--- src/rtl/serial_subtractor_pkg.sv ---
// Shared types and helpers for the bit-serial subtractor.
package serial_subtractor_pkg;

  typedef enum logic [1:0] {
    IDLE  = 2'd0,
    SHIFT = 2'd1,
    DONE  = 2'd2
  } state_t;

  // Bits needed to count 0..width inclusive.
  function automatic int unsigned cnt_width(input int unsigned width);
    return $clog2(width + 1);
  endfunction

endpackage

--- src/rtl/serial_subtractor_full_subtractor.sv ---
// One-bit full subtractor: d = x - y - bi, built from two half-subtractor stages.
module full_subtractor (
  input  logic x,
  input  logic y,
  input  logic bi,
  output logic d,
  output logic bo
);

  logic d1;
  logic b1;
  logic b2;

  // first half stage: x - y
  assign d1 = x ^ y;
  assign b1 = ~x & y;

  // second half stage: (x - y) - bi
  assign d  = d1 ^ bi;
  assign b2 = ~d1 & bi;

  assign bo = b1 | b2;

endmodule

--- src/rtl/serial_subtractor.sv ---
// Bit-serial WIDTH-bit subtractor, LSB first: diff = a - b - bin, with borrow/overflow/zero flags.
module serial_subtractor
  import serial_subtractor_pkg::*;
#(
  parameter int unsigned WIDTH = 8
) (
  input  logic             clk,
  input  logic             rst,
  input  logic             start,
  input  logic [WIDTH-1:0] a,
  input  logic [WIDTH-1:0] b,
  input  logic             bin,
  output logic             busy,
  output logic             done,
  output logic [WIDTH-1:0] diff,
  output logic             bout,
  output logic             ovf,
  output logic             zero
);

  localparam int unsigned CW = cnt_width(WIDTH);

  state_t           state;
  state_t           state_nxt;
  logic [WIDTH-1:0] a_sr;
  logic [WIDTH-1:0] b_sr;
  logic [WIDTH-1:0] r_sr;
  logic             borrow_r;
  logic             b_msb_in;
  logic [CW-1:0]    cnt;
  logic             load_c;
  logic             shift_c;
  logic             last_c;
  logic             d_c;
  logic             bo_c;

  full_subtractor u_fs (
    .x  (a_sr[0]),
    .y  (b_sr[0]),
    .bi (borrow_r),
    .d  (d_c),
    .bo (bo_c)
  );

  // state register
  always_ff @(posedge clk) begin
    if (rst) state <= IDLE;
    else     state <= state_nxt;
  end

  // next state and datapath controls
  always_comb begin
    state_nxt = state;
    load_c    = 1'b0;
    shift_c   = 1'b0;
    last_c    = (cnt == CW'(WIDTH - 1));
    case (state)
      IDLE: begin
        if (start) begin
          load_c    = 1'b1;
          state_nxt = SHIFT;
        end
      end
      SHIFT: begin
        shift_c = 1'b1;
        if (last_c) state_nxt = DONE;
      end
      DONE: begin
        if (start) begin
          load_c    = 1'b1;
          state_nxt = SHIFT;
        end else begin
          state_nxt = IDLE;
        end
      end
      default: state_nxt = IDLE;
    endcase
  end

  // shift datapath and registered results
  always_ff @(posedge clk) begin
    if (rst) begin
      a_sr     <= '0;
      b_sr     <= '0;
      r_sr     <= '0;
      borrow_r <= 1'b0;
      b_msb_in <= 1'b0;
      cnt      <= '0;
      busy     <= 1'b0;
      done     <= 1'b0;
      diff     <= '0;
      bout     <= 1'b0;
      ovf      <= 1'b0;
      zero     <= 1'b0;
    end else begin
      busy <= (state_nxt == SHIFT);
      done <= (state == DONE);
      // results use the final borrow before a back-to-back load overwrites it
      if (state == DONE) begin
        diff <= r_sr;
        bout <= borrow_r;
        ovf  <= b_msb_in ^ borrow_r;
        zero <= (r_sr == '0);
      end
      if (load_c) begin
        a_sr     <= a;
        b_sr     <= b;
        borrow_r <= bin;
        cnt      <= '0;
      end else if (shift_c) begin
        a_sr     <= {1'b0, a_sr[WIDTH-1:1]};
        b_sr     <= {1'b0, b_sr[WIDTH-1:1]};
        r_sr     <= {d_c, r_sr[WIDTH-1:1]};
        borrow_r <= bo_c;
        cnt      <= cnt + CW'(1);
        if (last_c) b_msb_in <= borrow_r;
      end
    end
  end

endmodule

--- config.mk ---
export PLATFORM = sky130hd
export DESIGN_NAME = serial_subtractor
export DESIGN_NICKNAME = d
export VERILOG_FILES = /design/src/rtl/serial_subtractor_pkg.sv /design/src/rtl/serial_subtractor_full_subtractor.sv /design/src/rtl/serial_subtractor.sv
export SDC_FILE = /design/constraint.sdc
export NUM_CORES = 1
export LEC_CHECK = 0
export BUFFER_PORTS_ARGS = -buffer_cell sky130_fd_sc_hd__buf_4
export CAP_MARGIN = 40
export CELL_PAD_IN_SITES_DETAIL_PLACEMENT = 0
export CELL_PAD_IN_SITES_GLOBAL_PLACEMENT = 1
export CORE_MARGIN = 2
export CORE_UTILIZATION = 30
export DETAILED_ROUTE_END_ITERATION = 8
export GPL_ROUTABILITY_DRIVEN = 0
export PLACE_DENSITY_LB_ADDON = 0.3
export SYNTH_ARGS = -nofsm -noshare
export SYNTH_HDL_FRONTEND = slang
export SYNTH_SLANG_ARGS = --single-unit
--- constraint.sdc ---
create_clock -name clk -period 1.75 [get_ports clk]
set_clock_uncertainty 0.15 [all_clocks]
set_input_delay 0.0875 -clock clk [delete_from_list [all_inputs] [get_ports clk]]
set_output_delay 0.0875 -clock clk [all_outputs]
set_load 0.02 [all_outputs]
==> impl_metrics.csv <==
group,metric,value,unit
grt,busiest_layer,"met2",
cells_and_area,final_util,40.1,%
cells_and_area,design_area,0.00239,mm2
critical_path,critPathSlowestCell,"dfxtp_1",
worst_hold_path,hp-class,"input pin to register",
critical_path,critPathLaunch,"state[0]",
flow_run,drv_cap,0,
detailed_routing,vias,1537,
yosys,syn-num-nets,235,
cells_and_area,drive_gt1_share,20.5,%
critical_path,cp-endpoint,"b_sr[4]",
yosys,yosys.area.top_type,"dfxtp_1",
sta,drv_slew,0,
yosys,synth_common_cells,"62 x nand2_1, 45 x dfxtp_1, 21 x a21oi_1",
sta,finalWorstSetupSlack,0.360,ns
grt,grt_use_met3,3.78,%
sta,rsz0062_at_grt,"false",
critical_path,slowest_delay,0.42,ns
critical_path,crit_chain,"and2b_1, buf_4, nand2_1, a311oi_1",
floorplan,die_area,0.00686,mm2
sta,slew-limit-headroom,67.3,%
placed_design,place_area,0.00213,mm2
yosys,synth.most_common_cell,"nand2_1",
yosys,ys_types,31,
grt,antenna_found_initial,0,
sta,post-route-period-util,79.4,%
critical_path,worstReg2RegStart,"state[0]",
detailed_routing,dr.pass1.iters,4,
placed_design,pre_cts_slack,0.388,ns
detailed_routing,avgViaCountPerCell,4.60,
outcome,status,"finished, final reports clean",
grt,grt_use_met1,15.7,%
floorplan,die_y,82.8,um
clock_network,h-tree-depth,2,
yosys,synth_warnings,0,
cells_and_area,diodes,0,
critical_path,critical_path_class,"register to register",
detailed_routing,routed_wl,3.95,mm
yosys,ys_async_sr_fraction,0,%
clock_network,clock-sinks,45,
clock_network,cts_tree,"built",
critical_path,critPathArrivalTime,1.46,ns
detailed_routing,drt_iter0_markers,80,
placed_design,port_buffers,32,
cells_and_area,fill_cells,631,
yosys,ys_seq_elements,45,
power,power.density,842,mW/mm2
cells_and_area,synthToLayoutAreaGrowth,28.3,%
yosys,synthesis.instances,213,
critical_path,startpoint_type,"register",
yosys,synth_top_area_share,48.3,%
sta,fin_crit,1.39,ns
sta,final.setup.tns,0,ns
clock_network,clk_pin_slew,0.09,ns
floorplan,pin_count,33,
power,p_leak,0.896,nW
yosys,synth_area,0.00186,mm2
critical_path,crit_family,"flip-flops",
clock_network,post_cts_buffers,0,
yosys,synth_area_leaders,"dfxtp_1 48%, nand2_1 12%, a21oi_1 5.6%",
grt,grt_usage,12.5,%
clock_network,cts_buffers,5,
power,max-vdd-ir-drop,0.292,mV
grt,grt_overflow,0,
clock_network,cts_resized,0,
worst_hold_path,min-delay-start,"rst",
yosys,synth_ff_type,"dfxtp_1",
critical_path,cp_max_fo,14,
critical_path,cp.buffers_inverters,1,
detailed_routing,wire_per_inst,11.8,um
cells_and_area,fin_nets,280,
floorplan,start_util,31.3,%
clock_network,cts-hold-fix-buffers,17,
critical_path,reg2reg_to,"b_sr[4]",
critical_path,reg2regPathDepth,4,
grt,grt_pass1_vias,1522,
sta,hold_ws,0.0788,ns
clock_network,clockRootBuffer,"clkbuf_8",
yosys,synth-edff-count,0,
critical_path,crit_path_end_kind,"register",
critical_path,crit_cells,4,
floorplan,num_rows,28,
clock_network,clkLatencyLatePin,0.31,ns
floorplan,core-area,0.00596,mm2
yosys,yosysSeqAreaShare,48.3,%
grt,grt_pass1_wl,7.11,mm
detailed_routing,ant_nets,0,
placed_design,hpwlAfterDp,2.46,mm
critical_path,worst_ep_required_time,1.82,ns
grt,grt_max_degree,46,
sta,hold_viol,0,
detailed_routing,drc_errors,0,
critical_path,ff2ff_setup_slack,0.36,ns
sta,fmax,720,MHz
clock_network,cts.path.max_buffers,2,
sta,setup_viol,0,
yosys,syn_area_per_cell,8.75,um2
floorplan,die_width,82.8,um
sta,max_slew.worst_pin.slew,0.490,ns
grt,use_met2,20.3,%
==> where the power goes <==
group          internal [mW]  leakage, nW  switching [mW]
registers               1.07        0.367          0.0294
logic                  0.126        0.485           0.125
clock network          0.284       0.0445           0.383
total                   1.48        0.896           0.537
==> worst min path at each step <==
stage | to | slack (ns) | cells past startpoint
2_1_floorplan | a_sr[7] | 0.07 | 2
3_3_place_gp | a_sr[2] | 0.21 | 3
3_5_place_dp | a_sr[7] | 0.21 | 3
4_1_cts | done | 0.07 | 2
5_1_grt | diff[4] | 0.11 | 2
6_report | done | 0.08 | 2
==> logic make-up after synthesis <==
logic type / share of synthesized area, %
simple gates: 23.8
flops: 48.3
compound gates: 16.2
buf+inv: 6.91
xor+xnor: 1.41
mux: 1.61
fa+ha+maj: 1.74
==> area by class of cell <==
cell class | instances | area (um2) | share of cell area (%)
clock buffer | 5 | 68.8 | 2.88
clock inverter | 3 | 21.3 | 0.890
inverter | 1 | 3.75 | 0.157
multi-input combinational | 150 | 835 | 34.9
sequential | 45 | 901 | 37.7
tap | 75 | 93.8 | 3.92
timing repair buffer | 55 | 468 | 19.6
==> worst register-to-register path, cell delays in order, from the launching register on <==
cell,delay [ns]
dfxtp_1,0.42
and2b_1,0.19
buf_4,0.21
nand2_1,0.09
a311oi_1,0.25
==> stage by stage <==
stage          std cells  total power [mW]
2_1_floorplan        213              1.28
3_3_place_gp         309              1.35
3_5_place_dp         309              1.34
4_1_cts              334              2.04
5_1_grt              334              2.12
6_report             334              2.01
==> flip-flops by register name (all words and copies together) (netlist names) <==
register / cells
ovf: 1
cnt: 4
state: 2
done: 1
b_msb_in: 1
bout: 1
busy: 1
a_sr: 8
r_sr: 8
b_sr: 8
diff: 8
borrow_r: 1
zero: 1
==> cell usage in the layout (no fill, tap or decap), types with 2 or more instances in the layout <==
cell type	n
dfxtp_1	45
xnor2_1	2
and2b_1	3
nor4_1	2
nand3_1	4
a22oi_1	2
a21oi_1	21
nand3b_1	2
dlygate4sd3_1	17
nand2_1	62
a211oi_1	4
a311oi_2	6
clkbuf_8	5
mux2i_1	3
buf_4	37
a311oi_1	7
nand2b_1	5
nor2_1	18
==> metal layers <==
layer  part of all wire (%)  wire [um]
met1                     49       1940
met2                     45       1770
met3                    4.5        178
met4                    1.6         63
met5                      0          0
Note: power is estimated with default switching activity, not from simulation.
